--- src/rtl/vga_timing_ctrl.sv ---
// VGA timing generator: programmable H/V state machines with shadowed timing sets swapped in at frame end.
// Latency: a pixel accepted in cycle n drives r/g/b together with de/hsync/vsync in cycle n+1.
// Backpressure: pix_ready is a pull strobe with no buffering; a missing pixel outputs black and sets underflow.
module vga_timing_ctrl #(
    parameter int HOR_ACT   = 640,
    parameter int HOR_FP    = 16,
    parameter int HOR_SYNC  = 96,
    parameter int HOR_BP    = 48,
    parameter int VERT_ACT  = 480,
    parameter int VERT_FP   = 11,
    parameter int VERT_SYNC = 2,
    parameter int VERT_BP   = 31
) (
    input  logic        pixel_clk,
    input  logic        rst,
    input  logic        enable,
    input  logic        cfg_we,
    input  logic        cfg_sel,
    input  logic [10:0] cfg_act,
    input  logic [7:0]  cfg_fp,
    input  logic [7:0]  cfg_sync,
    input  logic [7:0]  cfg_bp,
    output logic        cfg_pending,
    input  logic        pix_valid,
    input  logic [23:0] pix_rgb,
    output logic        pix_ready,
    output logic [7:0]  r,
    output logic [7:0]  g,
    output logic [7:0]  b,
    output logic        hsync,
    output logic        vsync,
    output logic        de,
    output logic        frame_start,
    output logic        underflow,
    input  logic        underflow_clr
);

    typedef struct packed {
        logic [10:0] act;
        logic [7:0]  fp;
        logic [7:0]  sync;
        logic [7:0]  bp;
    } tset_t;

    typedef enum logic [1:0] {H_SYNC, H_BP, H_ACT, H_FP} h_state_t;
    typedef enum logic [1:0] {V_SYNC, V_BP, V_ACT, V_FP} v_state_t;

    // Zero widths become 1 so every state lasts at least one cycle/line.
    function automatic tset_t clamp_set(input logic [10:0] act, input logic [7:0] fp,
                                        input logic [7:0] sync, input logic [7:0] bp);
        tset_t t;
        t.act  = (act  == 11'd0) ? 11'd1 : act;
        t.fp   = (fp   == 8'd0)  ? 8'd1  : fp;
        t.sync = (sync == 8'd0)  ? 8'd1  : sync;
        t.bp   = (bp   == 8'd0)  ? 8'd1  : bp;
        return t;
    endfunction

    localparam tset_t H_RST = clamp_set(11'(HOR_ACT), 8'(HOR_FP), 8'(HOR_SYNC), 8'(HOR_BP));
    localparam tset_t V_RST = clamp_set(11'(VERT_ACT), 8'(VERT_FP), 8'(VERT_SYNC), 8'(VERT_BP));

    tset_t       h_cur, v_cur, h_shd, v_shd, cfg_set;
    h_state_t    h_state, h_state_nxt;
    v_state_t    v_state, v_state_nxt;
    logic [10:0] pix_cnt, pix_cnt_nxt;
    logic [10:0] line_cnt, line_cnt_nxt;
    logic [10:0] h_width, v_width;
    logic        h_last, v_last, line_end, frame_end;

    assign cfg_set = clamp_set(cfg_act, cfg_fp, cfg_sync, cfg_bp);

    always_comb begin
        h_width = {3'b000, h_cur.sync};
        case (h_state)
            H_SYNC: h_width = {3'b000, h_cur.sync};
            H_BP:   h_width = {3'b000, h_cur.bp};
            H_ACT:  h_width = h_cur.act;
            H_FP:   h_width = {3'b000, h_cur.fp};
        endcase
    end

    always_comb begin
        v_width = {3'b000, v_cur.sync};
        case (v_state)
            V_SYNC: v_width = {3'b000, v_cur.sync};
            V_BP:   v_width = {3'b000, v_cur.bp};
            V_ACT:  v_width = v_cur.act;
            V_FP:   v_width = {3'b000, v_cur.fp};
        endcase
    end

    assign h_last    = (pix_cnt == h_width - 11'd1);
    assign v_last    = (line_cnt == v_width - 11'd1);
    assign line_end  = (h_state == H_FP) && h_last;
    assign frame_end = enable && line_end && (v_state == V_FP) && v_last;

    assign pix_ready = enable && !rst && (h_state == H_ACT) && (v_state == V_ACT);

    always_comb begin
        h_state_nxt  = h_state;
        v_state_nxt  = v_state;
        pix_cnt_nxt  = pix_cnt;
        line_cnt_nxt = line_cnt;
        if (!enable) begin
            h_state_nxt  = H_SYNC;
            v_state_nxt  = V_SYNC;
            pix_cnt_nxt  = 11'd0;
            line_cnt_nxt = 11'd0;
        end else begin
            if (h_last) begin
                pix_cnt_nxt = 11'd0;
                case (h_state)
                    H_SYNC: h_state_nxt = H_BP;
                    H_BP:   h_state_nxt = H_ACT;
                    H_ACT:  h_state_nxt = H_FP;
                    H_FP:   h_state_nxt = H_SYNC;
                endcase
            end else begin
                pix_cnt_nxt = pix_cnt + 11'd1;
            end
            // The vertical machine steps once per line, on the final front-porch pixel.
            if (line_end) begin
                if (v_last) begin
                    line_cnt_nxt = 11'd0;
                    case (v_state)
                        V_SYNC: v_state_nxt = V_BP;
                        V_BP:   v_state_nxt = V_ACT;
                        V_ACT:  v_state_nxt = V_FP;
                        V_FP:   v_state_nxt = V_SYNC;
                    endcase
                end else begin
                    line_cnt_nxt = line_cnt + 11'd1;
                end
            end
        end
    end

    always_ff @(posedge pixel_clk) begin
        if (rst) begin
            h_state  <= H_SYNC;
            v_state  <= V_SYNC;
            pix_cnt  <= 11'd0;
            line_cnt <= 11'd0;
        end else begin
            h_state  <= h_state_nxt;
            v_state  <= v_state_nxt;
            pix_cnt  <= pix_cnt_nxt;
            line_cnt <= line_cnt_nxt;
        end
    end

    // A write landing on the apply cycle stays in the shadow for the following frame.
    always_ff @(posedge pixel_clk) begin
        if (rst) begin
            h_cur       <= H_RST;
            v_cur       <= V_RST;
            h_shd       <= H_RST;
            v_shd       <= V_RST;
            cfg_pending <= 1'b0;
        end else begin
            if (frame_end) begin
                h_cur       <= h_shd;
                v_cur       <= v_shd;
                cfg_pending <= 1'b0;
            end
            if (cfg_we) begin
                if (cfg_sel) v_shd <= cfg_set;
                else         h_shd <= cfg_set;
                cfg_pending <= 1'b1;
            end
        end
    end

    always_ff @(posedge pixel_clk) begin
        if (rst) begin
            hsync       <= 1'b1;
            vsync       <= 1'b1;
            de          <= 1'b0;
            r           <= 8'd0;
            g           <= 8'd0;
            b           <= 8'd0;
            frame_start <= 1'b0;
            underflow   <= 1'b0;
        end else begin
            hsync       <= !(enable && (h_state == H_SYNC));
            vsync       <= !(enable && (v_state == V_SYNC));
            de          <= pix_ready;
            {r, g, b}   <= (pix_ready && pix_valid) ? pix_rgb : 24'd0;
            frame_start <= enable && (h_state == H_SYNC) && (v_state == V_SYNC)
                           && (pix_cnt == 11'd0) && (line_cnt == 11'd0);
            if (pix_ready && !pix_valid) underflow <= 1'b1;
            else if (underflow_clr)      underflow <= 1'b0;
        end
    end

endmodule
--- config.mk ---
export PLATFORM = sky130hd
export DESIGN_NAME = vga_timing_ctrl
export DESIGN_NICKNAME = d
export VERILOG_FILES = /design/src/rtl/vga_timing_ctrl.sv
export SDC_FILE = /design/constraint.sdc
export NUM_CORES = 1
export LEC_CHECK = 0
export CAP_MARGIN = 20
export CORE_MARGIN = 2
export CORE_UTILIZATION = 50
export CTS_BUF_LIST = sky130_fd_sc_hd__clkbuf_16
export DETAILED_ROUTE_END_ITERATION = 6
export HOLD_SLACK_MARGIN = 0.08
export PLACE_DENSITY = 0.8
export SYNTH_ARGS = -nofsm -noshare
export SYNTH_HDL_FRONTEND = slang
export SYNTH_SLANG_ARGS = --single-unit
--- constraint.sdc ---
create_clock -name pixel_clk -period 3.85 [get_ports pixel_clk]
set_clock_uncertainty 0.15 [all_clocks]
set_input_delay 0.9625 -clock pixel_clk [delete_from_list [all_inputs] [get_ports pixel_clk]]
set_output_delay 0.9625 -clock pixel_clk [all_outputs]
set_load 0.005 [all_outputs]
# ---- Word level (Yosys, flattened, before mapping)
# Cells that the tools add are included.
dict set report classes {
  n_mux 13
  n_bitwise 3
  reduce_logical 34
  addsub 4
  eq_ne 8
}
# operator n
set op_table {}
lappend op_table {{$pmux 11 s4} 2}
lappend op_table {{$logic_not 11->1} 3}
lappend op_table {{$logic_not 8->1} 3}
lappend op_table {{$mux 8} 3}
lappend op_table {{$add 11x1->11 const B} 2}
lappend op_table {{$eq 11x11->1} 2}
lappend op_table {{$mux 11} 2}
lappend op_table {{$sub 11x1->11 const B} 2}
lappend op_table {{$pmux 2 s4} 2}
lappend op_table {{$logic_and 1x1->1} 14}
lappend op_table {{$eq 2x2->1 const B} 4}
lappend op_table {{$reduce_and 2->1} 3}
lappend op_table {{$eq 2x1->1 const B} 2}
lappend op_table {{$logic_not 1->1} 4}
lappend op_table {{$logic_not 2->1} 2}
lappend op_table {{$mux 1} 4}
lappend op_table {{$reduce_bool 2->1} 2}
lappend op_table {{$reduce_or 2->1} 2}
lappend op_table {{$not 1->1} 3}
lappend op_table {{$reduce_or 3->1} 1}
dict set report totals {
  wordCells 91
  inputBits 66
  reg_bits 196
  out_inout_bits 31
}

# ---- Logic depth before layout (Yosys ltp)
dict set report depth {
  word_depth 10
  mapped_depth 17
  depth_no_buf 14
}

# ---- Worst setup path before layout
# Ideal clock, no wire load.
dict set report synth_timing {
  kind {register -> register}
  start {register v_state[1]}
  end {register v_state[0]}
  n_path_buf 3
  period_less_slack_ns 3.383
  slack_ns 0.467
  arrival_time_ns 3.112
  path_stages_with_launch 15
  setup_time_ns 0.121
  t_required_ns 3.579
  cell_sequence {dfxtp_1 > inv_1 > ha_1 > buf_2 > a222oi_1 > mux2i_1 > nor3_4 > nand3_2 > xor2_1 > o2111ai_1 > or4_4 > buf_6 > buf_6 > nor4_2 > nor3_1}
}
dict set report synth_via {
  elab_chain_len 5
  elab_cells_between_ends 9
  cone_classes {add/sub: 1; eq/ne: 4; mux: 2; reduce/logical: 2}
}
# item line_no
set synth_lines {}
lappend synth_lines {{from (decl)} 64} ;# v_state_t v_state, v_state_nxt;
lappend synth_lines {{from (signal assigned)} 146} ;# v_state <= v_state_nxt;
lappend synth_lines {{$eq 2x2->1 (tied with other cells)} {84, 125}}
lappend synth_lines {{$pmux 11 s4} 84} ;# case (v_state)
lappend synth_lines {{$sub 11x1->11} 93} ;# assign v_last = (line_cnt == v_width - 11'd1);
lappend synth_lines {{$eq 11x11->1} 93}
lappend synth_lines {{$reduce_and 2->1 (no line)} n/a}
# Several ways; a longest one is shown, not always the timed one.
# A chain may end at the register's enable or synchronous reset.

# ---- Worst setup path after layout
dict set report layout_timing {
  start {register h_state[0]}
  end {register line_cnt[5]}
}
dict set report layout_via {
  elab_chain_len 5
  elab_cells_between_ends 8
  cone_classes {add/sub: 1; eq/ne: 4; mux: 1; reduce/logical: 2}
}
# item line_no
set layout_lines {}
lappend layout_lines {{from (decl)} 63} ;# h_state_t h_state, h_state_nxt;
lappend layout_lines {{from (signal assigned)} 145} ;# h_state <= h_state_nxt;
lappend layout_lines {{$eq 2x2->1 (tied with other cells)} {74, 94}}
lappend layout_lines {{$pmux 11 s4} 74} ;# case (h_state)
lappend layout_lines {{$sub 11x1->11} 92} ;# assign h_last = (pix_cnt == h_width - 11'd1);
lappend layout_lines {{$eq 11x11->1} 92}
lappend layout_lines {{$logic_and 1x1->1 (*)} 94} ;# assign line_end = (h_state == H_FP) && h_last;
lappend layout_lines {{to (signal assigned)} 148} ;# line_cnt <= line_cnt_nxt;
lappend layout_lines {{to (decl)} 66} ;# logic [10:0] line_cnt, line_cnt_nxt;
# Mark *: on every way between the ends. The rest lies on a longest branch, timed or not.

==> metrics.md <==
| Metric | Value |
|---|---|
| Outcome | `completed` |
| Hold Path Class | `reg -> reg` |
| Worst Hold Endpoint | `h_shd[6]$_SDFFE_PP0P_` |
| Crit path kind | `reg -> reg` |
| Number of synthesized flops with an enable pin | `0` |
| Slew Viols, Final | `0` |
| RR Startpoint | `h_state[0]$_SDFFE_PP0N_` |
| Largest net degree at the start of global routing | `72` |
| Initial Util | `0.514` |
| Leak pwr | `3.83 nW` |
| Io pins | `97` |
| Fraction of registers with async set or reset after synthesis | `0` |
| Overall die width | `135 µm` |
| Clock latency on the worst-skew pair | `0.44 ns` |
| Final setup margin | `0.158 ns` |
| Worst slew margin | `0.579` |
| Post-route design area | `0.0106 mm²` |
| CP Max Fanout | `10` |
| Fin crit share | `0.959` |
| CP arrival | `3.92 ns` |
| Final setup viols | `0` |
| Placer Congestion | `0.887` |
| Placed cell area | `0.00982 mm²` |
| Per-cell routed wire length | `17.6 µm` |
| Worst-margin pin slew | `0.629 ns` |
| CP Launch Type | `flop` |
| #FFs+latches synth | `196` |
| Reg clk slew, reported paths | `0.08 ns` |
| Commonest non-fill, non-tap cell in the layout | `dfxtp_1` |
| Setup crit end kind | `flop` |
| Power density over cell area | `389 mW/mm²` |
| Post-Synthesis Cells | `1,052` |
| R2R depth | `11` |
| DR DRC count | `0` |
| Global-route usage over all layers | `0.264` |
| Drt via density | `5.93` |
| Overflow left after global routing | `0` |
| Maximum VDD drop | `0.000321 V` |
| Initial antenna violation count | `0` |
| Die area | `0.0182 mm²` |
| Sequential share of the synthesized area | `0.458` |
| Hold_sp | `h_shd[6]$_SDFFE_PP0P_` |
| Pre-antenna DRT Iters | `6` |
| Most frequent cells in the layout | `dfxtp_1, a21oi_1, nand2_1, clkdlybuf4s50_1, nand3_1` |
| Die height | `135 µm` |
| Synth Flop Type | `dfxtp_1` |
| First-pass GRT wire length | `38.4 mm` |
| WHS Path Cells | `2` |
| Root buf cell | `clkbuf_16` |
| Syn avg cell area | `8.14 µm²` |
| Filler cells | `1,379` |
| Post-detail-place hpwl | `16.4 mm` |
| WP data required | `4.07 ns` |
| IO Port Bufs | `96` |
| Syn Nets | `1,134` |
| Minimum clock period | `3.69 ns` |
| CTS Sinks | `196` |
| Vias | `8,108` |
| TritonCTS clock tree | `done` |
| Hold buffer count at CTS | `0` |
| Layout cells sized above 1 | `0.0976` |
| Cell Area, Synth | `0.00856 mm²` |
| R2R Setup Slk | `0.16 ns` |
| Yosys warns | `0` |
| Ant. Diodes | `0` |
| Std cell rows | `47` |
| Hold Fails Final Rpt | `0` |
| Max-cap violations | `0` |
| Total CTS buffers | `17` |
| Final net count | `1,217` |
| Post-DRT Antenna Nets | `0` |
| Core area | `0.0166 mm²` |
| FMAX | `271 MHz` |
| DP Worst Slack | `0.0856 ns` |
| H-tree depth reported by CTS | `4` |
| Max clock buf depth | `2` |
| 1st-iter DRT viols | `835` |
| Routed wire length | `24.1 mm` |
| Area delta synth->final | `23.7%` |
| Capturing point of the worst reg2reg path | `line_cnt[5]$_SDFFE_PP0N_` |
| Distinct cells, synth | `63` |
| Vias in the first global route | `7,479` |
==> registers in the layout, summed over array words and instances (netlist names) <==
| register | flops |
|---|---|
| b | 8 |
| cfg_pending | 1 |
| de | 1 |
| frame_start | 1 |
| g | 8 |
| h_cur | 35 |
| h_shd | 35 |
| h_state | 2 |
| hsync | 1 |
| line_cnt | 11 |
| pix_cnt | 11 |
| r | 8 |
| underflow | 1 |
| v_cur | 35 |
| v_shd | 35 |
| v_state | 2 |
| vsync | 1 |
==> layer usage <==
metal / routed length [µm] / vias to the layer above / part of all wire / GRT usage
met5: 0 / - / 0 / 0
met4: 541 / 0 / 0.022 / 0.0959
met3: 1610 / 42 / 0.067 / 0.0462
met2: 11500 / 323 / 0.48 / 0.424
met1: 10400 / 3843 / 0.43 / 0.358
li1: - / 3900 / - / -
==> cell usage after synthesis, types with 2 or more instances <==
cell type  number  area (µm²)
o211ai_1        3        22.5
nand2_1       153         574
a211oi_1        6        45.0
o31ai_1         8        60.1
o311a_1         2        20.0
nor2_1         31         116
or3_1           4        25.0
o21ai_0        19        95.1
and3_1         31         194
a21oi_1       156         781
o2bb2ai_1       4        35.0
nand2b_1        5        31.3
a22oi_1        12        90.1
xor2_1         13         114
a2bb2oi_1       2        17.5
o21ai_1        61         305
buf_6           3        33.8
buf_1           2        7.51
dfxtp_1       196        3920
and2_1          5        31.3
xnor2_1        22         193
or4_1           9        67.6
nand3_1        89         445
nand4_1         7        43.8
a222oi_1        4        40.0
o2111ai_1       2        17.5
a21o_1          3        22.5
nor2b_1        11        68.8
inv_1          24        90.1
mux2i_1         6        60.1
nor4_1          9        56.3
ha_1           16         200
a31oi_1         4        25.0
and4_1          3        26.3
clkbuf_1       62         233
nor3_1         27         135
buf_2          12        60.1
==> per-stage QoR <==
step	util	total power, W	std cells	hold WS (ns)	setup TNS (ns)
2_1_floorplan	-	0.00223	1052	0.287	0
3_3_place_gp	0.590	0.00235	1329	0.294	0
3_5_place_dp	0.590	0.00236	1329	0.297	0
4_1_cts	0.627	0.00413	1361	0.307	0
5_1_grt	0.636	0.00424	1368	0.323	-0.117
6_report	0.636	0.00412	1368	0.308	0
==> report_power, final <==
part | switching (W) | total (W) | leakage, nW | internal, W
clock network | 0.000866 | 0.00180 | 0.291 | 0.000934
logic | 0.000119 | 0.000223 | 1.95 | 0.000104
registers | 0.0000251 | 0.00209 | 1.59 | 0.00207
==> worst max-delay path: stages (launching register included) <==
cell	delay, ns
dfxtp_1	0.36
inv_1	0.10
ha_2	0.27
a222oi_1	0.48
mux2i_1	0.26
xnor2_1	0.30
xnor2_1	0.11
o31ai_1	0.29
nand4_1	0.23
or4_4	0.60
or3_1	0.32
a21oi_1	0.15
==> how the worst max path moves through the flow <==
stage / startpoint / end / slack [ns] / depth (start not counted)
finish: h_state[0]$_SDFFE_PP0N_ / line_cnt[5]$_SDFFE_PP0N_ / 0.16 / 11
global route: h_state[0]$_SDFFE_PP0N_ / line_cnt[3]$_SDFFE_PP0N_ / -0.05 / 11
CTS: h_state[0]$_SDFFE_PP0N_ / line_cnt[5]$_SDFFE_PP0N_ / 0.04 / 11
detailed placement: v_state[0]$_SDFFE_PP0P_ / line_cnt[5]$_SDFFE_PP0N_ / 0.09 / 14
global placement: h_state[0]$_SDFFE_PP0N_ / line_cnt[7]$_SDFFE_PP0N_ / 0.24 / 12
floorplan: v_state[1]$_SDFFE_PP0P_ / v_state[0]$_SDFFE_PP0P_ / 0.47 / 14
==> cells by family (layout without fill, tap and decap cells) <==
kind of cell / after synthesis / count (layout) / synth area share
AOI/OAI and AO/OA: 297 / 297 / 0.196
xor gates and xnor gates: 35 / 35 / 0.0358
adders and majority gates: 16 / 16 / 0.0234
buffers and inverters: 105 / 200 / 0.0509
DFF: 196 / 196 / 0.458
muxes: 7 / 7 / 0.00833
and+or+nand+nor: 396 / 397 / 0.227
==> cell type report <==
type	count	area, µm²	share of cell area
multi-input combinational	752	4290	0.405
sequential	196	3930	0.371
timing repair buffer	143	1390	0.131
clock buffer	17	425	0.0402
tap	220	275	0.0260
clock inverter	15	183	0.0173
inverter	25	93.8	0.00887
==> repair_timing <==
| action | 4_1_cts | 5_1_grt |
|---|---|---|
| setup buffers | 0 | 5 |
| gates cloned | 0 | 2 |
| endpoints found under the hold margin | 0 | 0 |
| endpoints found under the setup margin | 3 | 85 |
| pin swaps | 0 | 8 |
| resized for setup | 1 | 22 |
(Power assumes the default switching activity.)
==> RTL change 1 (config.mk and constraints unchanged) <==
The 4 states of `h_state_t` get a one-hot encoding in 4 bits.
--- a/src/rtl/vga_timing_ctrl.sv
+++ b/src/rtl/vga_timing_ctrl.sv
@@ -42,7 +42,7 @@
         logic [7:0]  bp;
     } tset_t;
 
-    typedef enum logic [1:0] {H_SYNC, H_BP, H_ACT, H_FP} h_state_t;
+    typedef enum logic [3:0] {H_SYNC = 4'b0001, H_BP = 4'b0010, H_ACT = 4'b0100, H_FP = 4'b1000} h_state_t;
     typedef enum logic [1:0] {V_SYNC, V_BP, V_ACT, V_FP} v_state_t;
 
     // Zero widths become 1 so every state lasts at least one cycle/line.
Formal check against the unedited RTL: no difference found for any inputs over 10 cycles, from zero or initial values and one cycle with rst high; not proved beyond that.
==> RTL change 1 against the unedited design <==
- the flow now finishes with violations (negative setup slack)
- first-iteration DRC count down 12%
- synthesized cell count down 7.0%
- worst setup slack worse by 620 ps
- final area up 9.3%
- routed wire length up 4.5%
- total power up 1.4%
- non-clock buffer count up 63
- area after synthesis up 1.6%
- sequential cell count up 2
- critical path type unchanged
- critical endpoint is now h_cur[23]
- largest cell class unchanged
- highest routed layer unchanged
==> RTL change 1: results (changes against the unedited design) <==
{
  "status": {
    "outcome": "finished, violations left",
    "violations": "negative setup slack"
  },
  "placed_design": {
    "placement.setup.worst_slack": {"value": -418, "unit": "ps", "change": "-503 ps"},
    "placedCellCount": {"value": 1311, "change": "-1.4%"}
  },
  "cells_and_area": {
    "post_route_cells_drive_above_1_share": {"value": 17.4, "unit": "%", "change": "+7.6 points"}
  },
  "detailed_routing": {
    "avgRoutedWirePerCell": {"value": 18.3, "unit": "µm", "change": "+3.9%"},
    "dr_wl_met3": {"value": 1250, "unit": "µm", "change": "-22%"},
    "wl_met1": {"value": 11000, "unit": "µm", "change": "+5.3%"},
    "totalWireLength": {"value": 25200, "unit": "µm", "change": "+4.5%"},
    "met2_wirelength_from_detailed_routing": {"value": 12100, "unit": "µm", "change": "+4.4%"}
  },
  "sta": {
    "setup_viol": {"value": 71, "change": "+71"},
    "timing.setup.tns": {"value": -27650, "unit": "ps", "change": "-27,650 ps"},
    "setup_ws_final": {"value": -466, "unit": "ps", "change": "-624 ps"}
  },
  "cts": {
    "ctsResizeCount": {"value": 27, "change": "+26"},
    "post-cts-setup-buffers": {"value": 21, "change": "+21"}
  },
  "synth": {
    "synth_area_leaders": "sky130_fd_sc_hd__dfxtp_1 46%, sky130_fd_sc_hd__nand2_1 6.6%, sky130_fd_sc_hd__mux2i_1 6.3%",
    "postSynthNetCount": {"value": 1055, "change": "-7.0%"},
    "synth.top_cells.by_count": "198 x sky130_fd_sc_hd__dfxtp_1, 152 x sky130_fd_sc_hd__nand2_1, 87 x sky130_fd_sc_hd__nor2_1, 67 x sky130_fd_sc_hd__a21oi_1, 55 x sky130_fd_sc_hd__mux2i_1",
    "part_of_the_yosys_area_used_for_sequential_elements": {"value": 45.6, "unit": "%", "change": "-0.25 points"}
  },
  "pwr": {
    "fin_total_pwr": {"value": 4170, "unit": "µW", "change": "+1.4%"},
    "vdd_ir_drop_max": {"value": 0.323, "unit": "mV", "change": "+0.44%"},
    "p_clk_share": {"value": 43.8, "unit": "%", "change": "about the same"},
    "power.leakage": {"value": 0.00437, "unit": "µW", "change": "+14%"}
  },
  "global_route": {
    "grt_pass1_wl": {"value": 38100, "unit": "µm", "change": "-0.56%"},
    "grt.total_usage": {"value": 26.5, "unit": "%", "change": "+0.11 points"},
    "grt.met3_usage": {"value": 4.70, "unit": "%", "change": "+0.081 points"}
  },
  "setup_path": {
    "critical_path.max_fanout": {"value": 7, "change": "-3"}
  }
}
[RTL change 1: final timing paths]
kind,startpoint,end,slack (ps),cells after the start
worst min register to register,v_shd[15],v_shd[15],310,2
worst min-delay path,v_shd[15],v_shd[15],310,2
worst max register to register,v_state[1],h_cur[23],-470,16
worst max-delay path,v_state[1],h_cur[23],-470,16
[RTL change 1: worst max-delay path: stages, from the launching register on]
cell and delay, ps:
sky130_fd_sc_hd__dfxtp_4 390, sky130_fd_sc_hd__inv_4 50, sky130_fd_sc_hd__ha_4 190, sky130_fd_sc_hd__a222oi_1 510, sky130_fd_sc_hd__buf_4 230, sky130_fd_sc_hd__a32oi_4 150
sky130_fd_sc_hd__a2111oi_4 320, sky130_fd_sc_hd__nor4b_4 260, sky130_fd_sc_hd__a311o_1 170, sky130_fd_sc_hd__or4b_1 430, sky130_fd_sc_hd__or3_4 350, sky130_fd_sc_hd__nor4_4 240
sky130_fd_sc_hd__buf_6 210, sky130_fd_sc_hd__buf_12 130, sky130_fd_sc_hd__buf_16 120, sky130_fd_sc_hd__mux2i_1 200, sky130_fd_sc_hd__nor2_1 60
[RTL change 1: area by class of cell]
type / instances / area [µm²]
clock buffer: 17 / 425
clock inverter: 15 / 188
fill: 1279 / 5550
inverter: 18 / 71.3
multi-input combinational: 697 / 4640
sequential: 198 / 3980
tap: 225 / 282
timing repair buffer: 206 / 1980
[RTL change 1: cell families (layout without fill, tap and decap cells)]
group | Yosys count | in the layout | synth area share, %
buf+inv | 83 | 256 | 4.45
xor+xnor | 34 | 34 | 3.43
mux | 55 | 55 | 6.33
fa+ha+maj | 11 | 11 | 1.58
simple gates | 423 | 423 | 24.4
compound gates | 174 | 174 | 14.2
flops | 198 | 198 | 45.6
==> RTL change 2 (same flow settings) <==
Without the edit above. Set the parameter `VERT_FP` to 5 (it was 11).
--- a/src/rtl/vga_timing_ctrl.sv
+++ b/src/rtl/vga_timing_ctrl.sv
@@ -7,7 +7,7 @@
     parameter int HOR_SYNC  = 96,
     parameter int HOR_BP    = 48,
     parameter int VERT_ACT  = 480,
-    parameter int VERT_FP   = 11,
+    parameter int VERT_FP   = 5,
     parameter int VERT_SYNC = 2,
     parameter int VERT_BP   = 31
 ) (
Formal check against the unedited RTL: no difference found for any inputs over 10 cycles, from zero or initial values and one cycle with rst high; that may be too few to reach the edited logic, so the function may still have changed.
==> RTL change 2 against the unedited design <==
- sequential cell count unchanged
- critical endpoint is now v_cur[1]
- worst setup slack worse by 390 ps
- routed wire length up 18%
- final area rose by 10%
- area after synthesis is 2.0% higher
- highest routed layer unchanged
- the flow now finishes with violations (max-capacitance violations, max-slew violations, negative setup slack)
- utilization is 4.4 points higher
- total power rose by 2.3%
- count of clock-buffer cells in the layout unchanged
==> RTL change 2: results (changes against the unedited design) <==
{
  "setup_path": {
    "critical_path_arrival": {"value": 4240, "unit": "ps", "change": "+320 ps"},
    "crit_end": "v_cur[1]",
    "setup.worst_path.start": "v_state[1]",
    "worst_path_largest_cell_delay": {"value": 440, "unit": "ps", "change": "-160 ps"},
    "ff2ff_path_depth": {"value": 15, "change": "+4"},
    "critical_path.max_fanout": {"value": 7, "change": "-3"}
  },
  "sta": {
    "setup_ws_final": {"value": -231, "unit": "ps", "change": "-389 ps"},
    "setup_viol": {"value": 79, "change": "+79"},
    "timing.final.max_slew_violations": {"value": 18, "change": "+18"}
  },
  "pwr": {
    "power.leakage": {"value": 0.00418, "unit": "µW", "change": "+9.2%"},
    "p_clk_share": {"value": 44.9, "unit": "%", "change": "+1.2 points"},
    "vdd_ir_drop_max": {"value": 0.319, "unit": "mV", "change": "-0.76%"},
    "power_report.internal_total": {"value": 3170, "unit": "µW", "change": "+2.2%"}
  },
  "cells_and_area": {
    "final_nets": {"value": 1243, "change": "+2.1%"},
    "finalNonFillerCells": {"value": 1399, "change": "+2.3%"}
  },
  "synth": {
    "postSynthNetCount": {"value": 1130, "change": "-0.35%"},
    "part_of_the_yosys_area_used_for_sequential_elements": {"value": 45.0, "unit": "%", "change": "-0.88 points"},
    "synth.top_cells.by_count": "196 x sky130_fd_sc_hd__dfxtp_1, 150 x sky130_fd_sc_hd__nand2_1, 124 x sky130_fd_sc_hd__a21oi_1, 73 x sky130_fd_sc_hd__nand4_1, 66 x sky130_fd_sc_hd__clkbuf_1"
  },
  "global_route": {
    "global_route.usage.met2": {"value": 43.6, "unit": "%", "change": "+1.1 points"},
    "grt_pass1_wl": {"value": 40000, "unit": "µm", "change": "+4.4%"},
    "first_global_vias": {"value": 7516, "change": "+0.49%"}
  },
  "cts": {
    "ctsResizeCount": {"value": 15, "change": "+14"}
  },
  "status": {
    "violations": "max-capacitance violations, max-slew violations, negative setup slack",
    "outcome": "finished, violations left"
  },
  "hold_path": {
    "min_from": "v_shd[20]"
  },
  "placed_design": {
    "placement.setup.worst_slack": {"value": -175, "unit": "ps", "change": "-260 ps"},
    "place.detailed.hpwl": {"value": 17400, "unit": "µm", "change": "+6.0%"},
    "placedCellCount": {"value": 1339, "change": "+0.75%"}
  },
  "job": {
    "drv.max_cap_violation_count": {"value": 1, "change": "+1"}
  },
  "detailed_routing": {
    "wl_met1": {"value": 11000, "unit": "µm", "change": "+5.5%"},
    "dr_total_vias": {"value": 8853, "change": "+9.2%"},
    "dr_wl_met3": {"value": 2700, "unit": "µm", "change": "+68%"}
  }
}
[RTL change 2: cells by family after synthesis]
| family | after synthesis | synth area share (%) |
|---|---|---|
| XOR/XNOR | 38 | 3.81 |
| AND/OR/NAND/NOR | 410 | 24.1 |
| buffers and inverters | 113 | 5.51 |
| flip-flops | 196 | 45.0 |
| AO/OA/AOI/OAI | 265 | 18.2 |
| adder cells (fa/ha/maj) | 16 | 2.29 |
| multiplexers | 10 | 1.18 |
[RTL change 2: layout make-up]
class | count | area [µm²]
Clock buffer | 17 | 425
Clock inverter | 15 | 210
Fill cell | 1271 | 5510
Inverter | 22 | 90.1
Multi-Input combinational cell | 739 | 4790
Sequential cell | 196 | 3940
Tap cell | 225 | 282
Timing Repair Buffer | 185 | 1930
[RTL change 2: worst min-delay path: stages, from the launching register on]
cell and delay (ps):
sky130_fd_sc_hd__dfxtp_1 310, sky130_fd_sc_hd__nand2_1 50, sky130_fd_sc_hd__a21oi_1 50
